**src/rtl/bayer_mosaic_pkg.sv**
```systemverilog
// rtl/bayer_mosaic_pkg.sv - shared constants and types for the Bayer mosaic streamer
package bayer_mosaic_pkg;

   localparam int DEF_IMG_LOG2 = 7;
   localparam logic [13:0] LAST_PIX = 14'd16383;

   typedef enum logic [1:0] {
      S_IDLE  = 2'd0,
      S_FETCH = 2'd1,
      S_DRAIN = 2'd2,
      S_FIN   = 2'd3
   } state_t;

   // Phase tag is {row[0], col[0]} of the fetched pixel.
   typedef enum logic [1:0] {
      PH_G0 = 2'b00,
      PH_R  = 2'b01,
      PH_B  = 2'b10,
      PH_G1 = 2'b11
   } phase_t;

   function automatic phase_t pixel_phase(input logic row_lsb, input logic col_lsb);
      return phase_t'({row_lsb, col_lsb});
   endfunction

endpackage

```
**src/rtl/bayer_mosaic_fifo2.sv**
```systemverilog
// rtl/bayer_mosaic_fifo2.sv - two-entry {last, data} output FIFO with a registered head
module mosaic_fifo2 (
   input  logic       clk,
   input  logic       reset,
   input  logic       push,
   input  logic [8:0] push_data,
   input  logic       pop,
   output logic [8:0] head,
   output logic [1:0] count,
   output logic       full,
   output logic       empty
);

   logic [8:0] tail;
   logic       do_pop;

   assign full   = (count == 2'd2);
   assign empty  = (count == 2'd0);
   assign do_pop = pop & ~empty;

   always_ff @(posedge clk) begin
      if (reset) begin
         count <= 2'd0;
         head  <= 9'd0;
         tail  <= 9'd0;
      end else begin
         case ({push, do_pop})
            2'b10: begin
               if (count == 2'd0) begin
                  head  <= push_data;
                  count <= 2'd1;
               end else if (count == 2'd1) begin
                  tail  <= push_data;
                  count <= 2'd2;
               end
            end
            2'b01: begin
               if (count == 2'd2)
                  head <= tail;
               count <= count - 2'd1;
            end
            2'b11: begin
               // Occupancy is unchanged; only the entries shift.
               if (count == 2'd2) begin
                  head <= tail;
                  tail <= push_data;
               end else begin
                  head <= push_data;
               end
            end
            default: ;
         endcase
      end
   end

endmodule

```
**src/rtl/bayer_mosaic.sv**
```systemverilog
// rtl/bayer_mosaic.sv - streams R/G/B planes out as a G R / B G Bayer pixel stream
module bayer_mosaic
   import bayer_mosaic_pkg::*;
#(
   parameter int IMG_LOG2 = DEF_IMG_LOG2
) (
   input  logic                  clk,
   input  logic                  reset,
   input  logic                  start,
   output logic                  busy,
   output logic [2*IMG_LOG2-1:0] addr_r,
   output logic [2*IMG_LOG2-1:0] addr_g,
   output logic [2*IMG_LOG2-1:0] addr_b,
   input  logic [7:0]            rdata_r,
   input  logic [7:0]            rdata_g,
   input  logic [7:0]            rdata_b,
   output logic                  out_valid,
   input  logic                  out_ready,
   output logic [7:0]            data_out,
   output logic                  out_last,
   output logic                  done
);

   localparam int AW = 2 * IMG_LOG2;
   localparam logic [AW-1:0] LAST_ADDR = {AW{1'b1}};

   state_t          state;
   logic [AW-1:0]   pix_cnt;
   logic [AW-1:0]   addr;
   phase_t          phase_q;
   logic            last_q;
   logic            inflight;

   logic            issue;
   logic            pop;
   logic            drained;
   logic [7:0]      sample;
   logic [8:0]      fifo_head;
   logic [1:0]      fifo_count;
   logic            fifo_full;
   logic            fifo_empty;

   assign addr_r    = addr;
   assign addr_g    = addr;
   assign addr_b    = addr;
   assign out_valid = ~fifo_empty;
   assign data_out  = fifo_head[7:0];
   assign out_last  = fifo_head[8];
   assign pop       = out_valid & out_ready;

   // Fetch only while FIFO entries plus the in-flight sample, less this cycle's pop, stay below 2.
   always_comb begin
      issue = 1'b0;
      if (state == S_FETCH)
         issue = fifo_empty
              || (!fifo_full && (!inflight || pop))
              || (fifo_full && !inflight && pop);
   end

   assign drained = !inflight && (fifo_empty || (fifo_count == 2'd1 && pop));

   always_comb begin
      sample = rdata_g;
      case (phase_q)
         PH_R:    sample = rdata_r;
         PH_B:    sample = rdata_b;
         default: sample = rdata_g;
      endcase
   end

   always_ff @(posedge clk) begin
      if (reset) begin
         state    <= S_IDLE;
         busy     <= 1'b0;
         done     <= 1'b0;
         pix_cnt  <= '0;
         addr     <= '0;
         phase_q  <= PH_G0;
         last_q   <= 1'b0;
         inflight <= 1'b0;
      end else begin
         done     <= 1'b0;
         inflight <= issue;
         if (issue) begin
            addr    <= pix_cnt;
            phase_q <= pixel_phase(pix_cnt[IMG_LOG2], pix_cnt[0]);
            last_q  <= (pix_cnt == LAST_ADDR);
         end
         case (state)
            S_IDLE: begin
               if (start) begin
                  state   <= S_FETCH;
                  busy    <= 1'b1;
                  pix_cnt <= '0;
               end
            end
            S_FETCH: begin
               if (issue) begin
                  if (pix_cnt == LAST_ADDR)
                     state <= S_DRAIN;
                  else
                     pix_cnt <= pix_cnt + 1'b1;
               end
            end
            S_DRAIN: begin
               if (drained) begin
                  state <= S_FIN;
                  done  <= 1'b1;
               end
            end
            S_FIN: begin
               state <= S_IDLE;
               busy  <= 1'b0;
            end
            default: state <= S_IDLE;
         endcase
      end
   end

   mosaic_fifo2 u_fifo (
      .clk       (clk),
      .reset     (reset),
      .push      (inflight),
      .push_data ({last_q, sample}),
      .pop       (pop),
      .head      (fifo_head),
      .count     (fifo_count),
      .full      (fifo_full),
      .empty     (fifo_empty)
   );

endmodule
```
**config.mk**
```make
export PLATFORM = sky130hd
export DESIGN_NAME = bayer_mosaic
export DESIGN_NICKNAME = d
export VERILOG_FILES = /design/src/rtl/bayer_mosaic_pkg.sv /design/src/rtl/bayer_mosaic_fifo2.sv /design/src/rtl/bayer_mosaic.sv
export SDC_FILE = /design/constraint.sdc
export NUM_CORES = 1
export LEC_CHECK = 0
export BUFFER_PORTS_ARGS = -buffer_cell sky130_fd_sc_hd__clkbuf_2
export CORE_MARGIN = 2
export CORE_UTILIZATION = 48
export DETAILED_ROUTE_END_ITERATION = 8
export PLACE_DENSITY = 0.79
export SLEW_MARGIN = 25
export SYNTH_ARGS = -nofsm -noshare
export SYNTH_HDL_FRONTEND = slang
export SYNTH_SLANG_ARGS = --single-unit
export TNS_END_PERCENT = 100
```
**constraint.sdc**
```tcl
create_clock -name clk -period 2.1 [get_ports clk]
set_input_delay 0.105 -clock clk [delete_from_list [all_inputs] [get_ports clk]]
set_output_delay 0.105 -clock clk [all_outputs]
set_load 0.02 [all_outputs]
```
==> flow_metrics.py <==
metrics = {
    "status": {
        "outcome": "completed",
    },
    "power": {
        "power_leakage_nw": 1.472,
        "vdd_ir_drop_max_mv": 0.5415,
        "sw_frac_of_total_pct": 40.04,
        "pwr-share-clk_pct": 19.7,
        "seqPwrFrac_pct": 34.3,
        "internal_power_mw": 2.174,
        "power_density_nw_per_um2": 1045,
        "switchingPower_mw": 1.452,
        "combPwrFrac_pct": 46.1,
    },
    "clocking": {
        "clkTransAtPathRegs_ps": 100,
        "cts_buffer_depth": 2,
        "cts_num_sinks": 54,
        "hold_buffers": 0,
        "cts_made_buffers": 5,
        "cts_max_level": 2,
        "cts_root_buffer": "clkbuf_8",
        "clk_latency_ps": 310,
        "cts_tree": "yes",
    },
    "setup_path": {
        "cp_slowest_cell": "or4_1",
        "critical_path_class": "reg2reg",
        "worst_path_largest_cell_delay_ps": 540,
        "r2r_cells": 7,
        "start_kind": "flop",
        "cp-startpoint": "u_fifo.count[1]$_SDFFE_PP0P_",
        "required_ps": 2340,
        "rr_startpoint": "u_fifo.count[1]$_SDFFE_PP0P_",
        "cp-end-kind": "flop",
        "crit_fanout": 7,
        "crit_chain": "buf_4, ha_2, nand4bb_4, o211ai_4, o221ai_4, or4_1, a21oi_1",
        "arrival_ps": 2260,
    },
    "timing": {
        "max_slew_margin_pct": 67.06,
        "min_period_over_period_pct": 96.23,
        "worst_slew_pin_slew_ps": 492.8,
        "fmax_mhz": 494.8,
        "skew_ps": 10.10,
        "timing.final.max_slew_violations": 0,
        "grt_setup_unrepaired": "no",
        "setup_viol": 0,
        "hold_viol_final": 0,
        "fin_crit_ps": 2021,
    },
    "synth": {
        "synth_xor_xnor_area_share_pct": 0.2897,
        "synth.top_cell.area_share_pct": 35.76,
        "netlist_area_um2": 3023,
        "syn_inst": 346,
        "synth_edf_count": 0,
        "yosys_register_bits": 54,
        "synth_nets": 385,
        "syn_avg_cell_area_um2": 8.737,
        "synthSimpleGateAreaFrac_pct": 19.12,
        "async_flop_share_pct": 0,
        "yosysWarnings": 0,
        "seq_area_frac_synth_pct": 35.76,
        "synthFlopType": "dfxtp_1",
        "synth_compound_area_share_pct": 21.90,
        "synth_fa_ha_area_share_pct": 4.553,
        "synth_top_family_by_area": "compound AO/OA/AOI/OAI gates",
        "synthMuxAreaShare_pct": 5.629,
        "ys_top_cells_by_area": "dfxtp_1 (36%), buf_4 (7.7%), a21oi_1 (5.8%)",
        "yosysTopAreaCell": "dfxtp_1",
        "ys_types": 50,
    },
    "final_layout": {
        "area_delta_synth_final_pct": 14.82,
        "final_common_cell": "clkbuf_2",
        "final_nets": 437,
        "layout_common_cells": "clkbuf_2 (81), dfxtp_1 (54), a21oi_1 (35), nor2_1 (31), o21ai_0 (29)",
        "fin_util_pct": 57.94,
        "antennaDiodeCount": 0,
        "post-route-cell-area_um2": 3471,
        "drive_above_1_share_pct": 30.65,
    },
    "placed_design": {
        "place_congestion": 0.8501,
        "place_area_um2": 3246,
        "dp_hpwl_um": 4737,
        "io_buffers": 81,
    },
    "detailed_routing": {
        "drc": 0,
        "vias": 2718,
        "ant_nets": 0,
        "via_per_inst": 5.746,
        "wirelength_um": 7026,
        "wl_per_cell_um": 14.85,
        "dr.first_iter.drc_count": 165,
        "dr.pass1.iters": 5,
    },
    "floorplan": {
        "io_pins": 82,
        "core_area_um2": 5991,
        "die_x_um": 83.36,
        "initial_core_util_pct": 50.46,
        "die_y_um": 83.36,
        "num_rows": 28,
        "die-area_um2": 6949,
    },
    "flow_run": {
        "cap_violations": 0,
    },
    "min_path": {
        "hp-class": "in2reg",
        "worstHoldStart": "start",
        "min_delay_path_depth": 5,
    },
    "grt": {
        "grt_pass1_vias": 2604,
        "grt_max_degree": 32,
        "grt.total_usage_pct": 20.23,
        "antenna_found_initial": 0,
        "grt_pass1_wl_um": 11830,
        "grt_overflow": 0,
    },
}
-- synth_stat cells, types with 3 or more instances --
cell type,n
o21a_1,3
o31ai_1,5
nand4_1,5
nand3_1,7
o21ai_0,29
inv_1,9
buf_1,3
a221oi_1,8
nor3_1,8
dfxtp_1,54
clkbuf_1,8
a21oi_1,35
buf_6,4
or3_1,8
nor2_1,31
nor2b_1,9
or4_1,7
ha_1,11
nand2_1,14
buf_4,31
o41a_1,8
mux2i_1,17
-- layout make-up --
cell class | count | area, um^2
Clock buffer | 6 | 82.58
Fill cell | 539 | 2520
Inverter | 9 | 33.78
Tap cell | 75 | 93.84
Multi-Input combinational cell | 235 | 1654
Timing Repair Buffer | 93 | 495.5
Sequential cell | 54 | 1081
Clock inverter | 1 | 30.03
-- stage by stage --
stage	cells	worst slack, ps	power (mW)	hold slack (ps)	TNS [ps]
final	473	79.11	3.626	229.0	0
after global routing	473	18.92	3.857	259.8	0
after floorplan	346	86.02	2.378	287.3	0
after CTS	472	37.16	3.566	214.4	0
after detailed placement	462	-53.11	2.680	461.6	-171.5
after global placement	462	85.75	2.629	457.8	0
-- power by group through the flow --
stage	Combinational, mW	Sequential (mW)	Clock (mW)
global route	1.83	1.26	0.765
CTS	1.61	1.24	0.720
detailed placement	1.42	1.26	0
finish	1.67	1.24	0.713
global placement	1.38	1.25	0
floorplan	1.04	1.34	0
-- path summary, 6_finish.rpt --
path                            slack, ps                 endpoint
worst max-delay path                   80  pix_cnt[7]$_SDFFE_PP0P_
worst min-delay path                  230        busy$_SDFFE_PP0P_
worst min register to register        470      last_q$_SDFFE_PP0P_
worst max register to register         80  pix_cnt[7]$_SDFFE_PP0P_
-- flip-flops by register name (all words and copies together) (netlist names) --
name	flops
u_fifo.head	9
busy	1
state	2
addr_b	14
done	1
u_fifo.tail	9
u_fifo.count	2
inflight	1
last_q	1
pix_cnt	14
-- metal layers --
metal | wire length [um] | up-vias | global-route usage, %
met3 | 444 | 16 | 3.678
li1 | - | 1347 | -
met4 | 129 | 0 | 6.557
met5 | 0 | - | 0
met2 | 3485 | 98 | 36.22
met1 | 2967 | 1257 | 24.35
-- worst max-delay path, delay by kind of cell (launching register included) --
kind                       cells  cell delay (ps)
AOI/OAI and AO/OA              3              520
adders and majority gates      1              240
DFF                            1              360
and+or+nand+nor                2              680
buffers and inverters          1              150
-- what timing repair did --
action                     CTS  global route
setup endpoints to repair    5            10
gates cloned                 2             0
pin swaps                    1             1
buffers inserted             1             1
gates resized for setup      5             6
-- kinds of logic (layout without fill, tap and decap cells) --
logic type	after synthesis	in the layout
XOR/XNOR	1	1
buffers and inverters	59	109
multiplexers	17	17
adder cells (fa/ha/maj)	11	11
flip-flops	54	54
AO/OA/AOI/OAI	99	101
AND/OR/NAND/NOR	105	105
Note: power is estimated with default switching activity, not from simulation.
